$ cat config.mk
export PLATFORM = sky130hd
export DESIGN_NAME = id_ex_stage
export DESIGN_NICKNAME = d
export VERILOG_FILES = /design/src/rtl/id_ex_stage_pkg.sv /design/src/rtl/id_ex_stage_fwd_mux.sv /design/src/rtl/id_ex_stage.sv
export SDC_FILE = /design/constraint.sdc
export NUM_CORES = 1
export LEC_CHECK = 0
export BUFFER_PORTS_ARGS = -buffer_cell sky130_fd_sc_hd__buf_2
export CORE_AREA = 2 2 166 168
export CTS_CLUSTER_DIAMETER = 100
export CTS_CLUSTER_SIZE = 25
export DETAILED_ROUTE_END_ITERATION = 6
export DIE_AREA = 0 0 168 170
export PLACE_DENSITY = 0.61
export SYNTH_ARGS = -nofsm -noshare
export SYNTH_HDL_FRONTEND = slang
export SYNTH_HIERARCHICAL = 1
export SYNTH_SLANG_ARGS = --single-unit
$ cat constraint.sdc
create_clock -name clk -period 1.71 [get_ports clk]
set_input_delay 0.0855 -clock clk [delete_from_list [all_inputs] [get_ports clk]]
set_output_delay 0.0855 -clock clk [all_outputs]
set_load 0.1 [all_outputs]
$ cat src/rtl/id_ex_stage_pkg.sv
// Definitions shared across the core: ALU op encodings, NOP word, field widths.
package id_ex_stage_pkg;
  localparam int REG_W  = 5;
  localparam int TNEW_W = 2;
  localparam int OP_W   = 3;

  localparam logic [OP_W-1:0] ALU_ADD = 3'b000;
  localparam logic [OP_W-1:0] ALU_SUB = 3'b001;
  localparam logic [OP_W-1:0] ALU_OR  = 3'b010;

  localparam logic [31:0] NOP_INSTR = 32'h0000_0000;

  // Cycles-until-result shrinks by one per stage but never wraps below zero.
  function automatic logic [TNEW_W-1:0] tnew_dec(input logic [TNEW_W-1:0] t);
    return (t == '0) ? '0 : t - 1'b1;
  endfunction
endpackage

$ cat src/rtl/id_ex_stage_fwd_mux.sv
// Per-operand bypass select: $0 is hard zero, then MEM, then WB, then the register value.
module fwd_mux
  import id_ex_stage_pkg::*;
#(
  parameter int WIDTH = 32
) (
  input  logic [REG_W-1:0] addr,
  input  logic [WIDTH-1:0] reg_val,
  input  logic             m_en,
  input  logic [REG_W-1:0] m_addr,
  input  logic [WIDTH-1:0] m_val,
  input  logic             w_en,
  input  logic [REG_W-1:0] w_addr,
  input  logic [WIDTH-1:0] w_val,
  output logic [WIDTH-1:0] operand
);
  always_comb begin
    operand = reg_val;
    if (addr == '0)                   operand = '0;
    else if (m_en && m_addr == addr)  operand = m_val;  // MEM holds the younger result
    else if (w_en && w_addr == addr)  operand = w_val;
  end
endmodule

$ cat src/rtl/id_ex_stage.sv
// ID/EX pipeline register with MEM/WB forwarding onto the ALU operands and store data.
module id_ex_stage
  import id_ex_stage_pkg::*;
#(
  parameter int WIDTH = 32
) (
  input  logic              clk,
  input  logic              reset,
  input  logic              stall,
  input  logic [31:0]       d_pc,
  input  logic [31:0]       d_instr,
  input  logic [WIDTH-1:0]  d_rs_val,
  input  logic [WIDTH-1:0]  d_rt_val,
  input  logic [WIDTH-1:0]  d_ext_imm,
  input  logic [OP_W-1:0]   d_alu_op,
  input  logic              d_alu_src_b,
  input  logic [REG_W-1:0]  d_wa,
  input  logic              d_reg_write,
  input  logic [TNEW_W-1:0] d_tnew,
  input  logic              m_fwd_en,
  input  logic [REG_W-1:0]  m_fwd_addr,
  input  logic [WIDTH-1:0]  m_fwd_val,
  input  logic              w_fwd_en,
  input  logic [REG_W-1:0]  w_fwd_addr,
  input  logic [WIDTH-1:0]  w_fwd_val,
  output logic [OP_W-1:0]   e_alu_op,
  output logic [WIDTH-1:0]  e_alu_a,
  output logic [WIDTH-1:0]  e_alu_b,
  output logic [WIDTH-1:0]  e_rt_fwd,
  output logic [31:0]       e_pc,
  output logic [31:0]       e_instr,
  output logic [REG_W-1:0]  e_wa,
  output logic              e_reg_write,
  output logic [TNEW_W-1:0] e_tnew,
  output logic [REG_W-1:0]  e_rs_addr,
  output logic [REG_W-1:0]  e_rt_addr
);
  typedef struct packed {
    logic [31:0]       pc;
    logic [31:0]       instr;
    logic [WIDTH-1:0]  rs_val;
    logic [WIDTH-1:0]  rt_val;
    logic [WIDTH-1:0]  ext_imm;
    logic [OP_W-1:0]   alu_op;
    logic              alu_src_b;
    logic [REG_W-1:0]  wa;
    logic              reg_write;
    logic [TNEW_W-1:0] tnew;
  } idex_t;

  idex_t q;
  logic [WIDTH-1:0] rs_fwd, rt_fwd;

  // An all-zero entry is a bubble: sll $0 nop, ADD, no write-back.
  always_ff @(posedge clk) begin
    if (reset || stall) begin
      q <= '0;
    end else begin
      q.pc        <= d_pc;
      q.instr     <= d_instr;
      q.rs_val    <= d_rs_val;
      q.rt_val    <= d_rt_val;
      q.ext_imm   <= d_ext_imm;
      q.alu_op    <= d_alu_op;
      q.alu_src_b <= d_alu_src_b;
      q.wa        <= d_wa;
      q.reg_write <= d_reg_write;
      q.tnew      <= tnew_dec(d_tnew);
    end
  end

  assign e_rs_addr = q.instr[25:21];
  assign e_rt_addr = q.instr[20:16];

  fwd_mux #(.WIDTH(WIDTH)) u_fwd_rs (
    .addr(e_rs_addr), .reg_val(q.rs_val),
    .m_en(m_fwd_en), .m_addr(m_fwd_addr), .m_val(m_fwd_val),
    .w_en(w_fwd_en), .w_addr(w_fwd_addr), .w_val(w_fwd_val),
    .operand(rs_fwd)
  );

  fwd_mux #(.WIDTH(WIDTH)) u_fwd_rt (
    .addr(e_rt_addr), .reg_val(q.rt_val),
    .m_en(m_fwd_en), .m_addr(m_fwd_addr), .m_val(m_fwd_val),
    .w_en(w_fwd_en), .w_addr(w_fwd_addr), .w_val(w_fwd_val),
    .operand(rt_fwd)
  );

  assign e_alu_op    = q.alu_op;
  assign e_alu_a     = rs_fwd;
  assign e_alu_b     = q.alu_src_b ? q.ext_imm : rt_fwd;
  assign e_rt_fwd    = rt_fwd;
  assign e_pc        = q.pc;
  assign e_instr     = q.instr;
  assign e_wa        = q.wa;
  assign e_reg_write = q.reg_write;
  assign e_tnew      = q.tnew;
endmodule

# Word level (Yosys, flattened, before mapping)
# Cells that the tools add are included.
# word_totals
ff_bits,172
inputBits,251
out_inout_bits,181
wordCells,31
# op_classes
addsub,1
eq_ne,4
n_mux,7
n_reduce_logical,9
# op_table
operator,count
$mux 32,7
$eq 5x5->1,4
$logic_not 5->1,2
$logic_and 1x1->1,4
$logic_not 2->1,1
$reduce_or 2->1,1
$sub 2x1->2 const B,1
$logic_or 1x1->1,1

# Logic depth before layout (Yosys ltp)
# depth
ltp_word,6
ltp_mapped,7
depth_no_buf,5

# Hierarchy
# The synthesis kept the hierarchy.
# modules_own_cells
module,n_inst,cells_each,area_each_um2,seq_area_each_um2
id_ex_stage,1,505,6491.2,3443.3
fwd_mux,2,196,1253.7,0.0

# Least setup slack after synthesis
# Ideal clock, no wire load.
# synth_timing
path_kind,flip-flop to output port
startpoint,register q (netlist bit e_instr[19])
endpoint,output port e_alu_b[29]
arrival_ns,4.543
required_time_ns,1.624
setup_slack_ns,-2.918
path_stages_with_launch,7
n_path_buf,1
cell_sequence,dfxtp_1 -> xnor2_1 -> nand4_1 -> or2_1 -> clkbuf_1 -> a311oi_1 -> mux2_2
# synth_between
elab_chain_len,6
word_cells_on_any_way,9
cone_classes,2 x eq/ne; 4 x mux; 3 x reduce/logical
# synth_rtl
element,line,rtl
start: declaration,id_ex_stage.sv:51,idex_t q;
$eq 5x5->1,id_ex_stage_fwd_mux.sv:21,else if (w_en && w_addr == addr) operand = w_val;
$logic_and 1x1->1,id_ex_stage_fwd_mux.sv:21,
$mux 32,id_ex_stage_fwd_mux.sv:21,
$mux 32,id_ex_stage_fwd_mux.sv:20,else if (m_en && m_addr == addr) operand = m_val;
$mux 32 *,id_ex_stage_fwd_mux.sv:19,if (addr == '0) operand = '0;
named net e_rt_fwd[29],id_ex_stage.sv:29,"output logic [WIDTH-1:0] e_rt_fwd,"
$mux 32 *,id_ex_stage.sv:91,assign e_alu_b = q.alu_src_b ? q.ext_imm : rt_fwd;
end: declaration,id_ex_stage.sv:28,"output logic [WIDTH-1:0] e_alu_b,"
# The timed path passes the listed nets; every way through them passes the cells marked *.

# Worst setup path in the final report
# layout_timing
startpoint,register q (netlist bit e_instr[16])
endpoint,output port e_alu_b[23]
# layout_between
elab_chain_len,6
word_cells_on_any_way,9
cone_classes,2 x eq/ne; 4 x mux; 3 x reduce/logical
# layout_rtl
element,line
$eq 5x5->1,id_ex_stage_fwd_mux.sv:21
$logic_and 1x1->1,id_ex_stage_fwd_mux.sv:21
$mux 32,id_ex_stage_fwd_mux.sv:21
$mux 32,id_ex_stage_fwd_mux.sv:20
$mux 32 *,id_ex_stage_fwd_mux.sv:19
$mux 32 *,id_ex_stage.sv:91
# Every way passes the cells marked *; elsewhere a longest branch is shown, timed or not.

==> results.tsv <==
stage	metric	value	unit
run_status	outcome	complete, but fails checks	
run_status	violations	negative setup slack	
logic_synthesis	synthesis.area	9000	µm²
grt	track_usage	27.6	%
setup_path	critPathSlowestCell	dfxtp_2	
setup_path	critPathLaunchType	flop	
logic_synthesis	synth_async_sr_flop_share	0	%
die	coreArea	26700	µm²
drt	totalWireLength	41.1	mm
power_and_ir_drop	vdd_drop_max	0.484	mV
drt	top_layer_used	met5	
final_layout	drive_above_1_share	58.6	%
logic_synthesis	muxShareOfSynthArea	4.00	%
grt	grt_pass1_vias	10000	
placement	place_area	14100	µm²
clock_tree	tritoncts	done	
placement	io_buffer_count	431	
grt	grt_pass1_wl	59.8	mm
drt	route.met2.wl	21.4	mm
die	io_pins	432	
logic_synthesis	synth_top_family_by_area	simple AND/OR/NAND/NOR gates	
power_and_ir_drop	p_leak	6.86	nW
grt	grt_max_degree	57	
setup_path	crit_top_cell	buf_12	
logic_synthesis	synth_flop_cell	dfxtp_1	
timing	fin_ws	-0.879	ns
final_layout	finalNetCount	1749	
logic_synthesis	synth.area.top_cells	dfxtp_1, nor3b_2, nor3b_1	
setup_path	cp-end-kind	output pin	
power_and_ir_drop	power.internal	8.02	mW
clock_tree	clockRootBuffer	clkbuf_16	
drt	first_iter_violations	624	
die	dieArea	28600	µm²
power_and_ir_drop	power.density	733	nW/µm²
logic_synthesis	synth_cell_types	29	
clock_tree	cts_htree_levels	4	
timing	fin_crit	2.59	ns
setup_path	worstPathCellList	xnor2_2 > nand4_1 > buf_4 > or2_4 > buf_12 > a311oi_4 > mux2_4 > buf_12	
power_and_ir_drop	power_frac_comb	36.6	%
placement	place_congestion	0.874	
logic_synthesis	synthSimpleGateAreaFrac	27.3	%
final_layout	finalInstanceArea	17500	µm²
drt	vias	9630	
timing	rsz0062_at_grt	true	
final_layout	final_cells	1853	
setup_path	worstPathArrival	2.50	ns
logic_synthesis	yosysSeqAreaShare	38.3	%
final_layout	fin_util	65.7	%
timing	period_share	151	%
run	drv_cap	0	
drt	wl_met1	15.5	mm
timing	tightest_slew	0.508	ns
clock_tree	clkTransAtPathRegs	0.07	ns
final_layout	syn_to_final_growth	94.6	%
logic_synthesis	ys_top_cells_by_count	dfxtp_1, nor3b_1, buf_4	
logic_synthesis	synth_xor_area_share	2.11	%
setup_path	slowest_delay	0.39	ns
placement	hpwl	27.5	mm
setup_path	cp_max_fo	7	
timing	max_freq	386	MHz
logic_synthesis	synth-adder-area-share	0.139	%
die	dieHeight	170	µm
logic_synthesis	syn_avg_cell_area	10.0	µm²
clock_tree	numCtsBuffers	17	
logic_synthesis	synthCells	897	
logic_synthesis	synth_most_common_cell	dfxtp_1	
setup_path	crit_type	reg -> out	
drt	drc_errors	0	
hold_path	hold_path.class	in -> reg	
placement	dp.cells	1611	
drt	viasPerCell	5.20	
grt	antenna_found_initial	6	
drt	route.met3.wl	3.11	mm
die	die_w	168	µm
clock_tree	cts_buffer_depth	2	
timing	slew_headroom	66.3	%
timing	fin_tns_setup	-69.45	ns
logic_synthesis	synth_top_area_cell	dfxtp_1	
logic_synthesis	syn-num-nets	1149	
logic_synthesis	synth_edf_count	0	
timing	slew_viol_final	0	
power_and_ir_drop	switching_share	37.6	%
power_and_ir_drop	p_clk_share	30.6	%
drt	avgRoutedWirePerCell	22.2	µm
timing	hold_viol	0	
logic_synthesis	yosys_register_bits	172	
clock_tree	clock_sinks	172	
die	rows	60	
grt	grt-ovfl-total	0	
drt	drtAntennaViolNets	0	
setup_path	crit_required	1.62	ns
die	initial_utilization	33.8	%
timing	setup_viol	96	
drt	drtPass1Iterations	5	
logic_synthesis	ys_warn_count	6	
power_and_ir_drop	power_switching	4.83	mW
logic_synthesis	synth_compound_area_share	14.2	%
logic_synthesis	yosysTopAreaCellShare	38.3	%
power_and_ir_drop	power.share.sequential	32.8	%
registers in the layout (all words and copies together) (netlist names):
register / count
e_wa: 5
e_alu_op: 3
e_instr: 32
e_reg_write: 1
q: 97
e_pc: 32
e_tnew: 2
stage by stage:
step	power, mW	hold WS (ns)	setup slack [ns]
final	12.8	0.0517	-0.879
after detailed placement	8.26	0.279	-0.477
after CTS	12.8	0.0324	-0.880
after floorplan	6.92	0.163	-1.12
after global routing	13.3	0.0462	-0.937
after global placement	8.24	0.269	-0.503
layout make-up:
cell class                      count  area (µm²)
Antenna cell                        2        5.00
Clock buffer                       17         425
Clock inverter                     15         154
Fill cell                        1987        9140
Inverter                            2        7.51
Multi-Input combinational cell    533        5590
Sequential cell                   172        3470
Tap cell                          341         427
Timing Repair Buffer              771        7440
power by group through the flow:
stage               registers [mW]  logic [mW]  clock network, mW
floorplan                     4.30        2.62                  0
global placement              4.30        3.94                  0
detailed placement            4.31        3.96                  0
CTS                           4.21        4.55               4.02
global route                  4.23        4.86               4.18
finish                        4.22        4.70               3.92
cells by family (layout without fill, tap and decap cells):
group                      count (synthesis)  after routing
buffers and inverters                    192            805
muxes                                     32             32
AOI/OAI and AO/OA                        164            164
and+or+nand+nor                          316            316
xor gates and xnor gates                  20             20
adders and majority gates                  1              1
DFF                                      172            172
other                                      0              2
timing repair:
item,in CTS,in global routing
cloned,14,6
setup endpoints to repair,96,96
pin swaps,63,44
setup buffers,14,5
resized for setup,83,65
hold endpoints to repair,172,0
hold buffers,172,0
final timing paths:
check / start / to / cells past startpoint
worst max-delay path: e_instr[16] / e_alu_b[23] / 8
worst min-delay path: stall / e_instr[1] / 2
worst max-delay path: cells and delay by family, from the launching register on:
| kind | cells | cell delay, ns |
|---|---|---|
| buffers and inverters | 3 | 0.55 |
| and+or+nand+nor | 2 | 0.47 |
| DFF | 1 | 0.39 |
| AOI/OAI and AO/OA | 1 | 0.33 |
| muxes | 1 | 0.22 |
| xor gates and xnor gates | 1 | 0.12 |
placed cells by master (no fill, tap or decap), types with 11 or more instances in the layout:
master,instances
buf_2,333
dlygate4sd3_1,172
dfxtp_1,161
buf_12,130
buf_4,102
nor3b_1,90
nor3b_2,80
nor3_1,43
o22a_1,36
a211oi_4,36
mux2_4,32
nand4_1,32
o21ai_1,32
a311oi_4,28
nand3_1,24
clkbuf_16,22
nor3_2,21
o21ai_0,18
o21ai_2,14
buf_16,12
buf_6,12
nand3_2,12
xnor2_1,11
metal layers:
layer / global-route usage (%) / up-vias
met2: 51.3 / 402
met1: 30.8 / 4758
met4: 8.17 / 8
met5: 0 / -
met3: 7.35 / 70
li1: - / 4392
(Power assumes the default switching activity.)
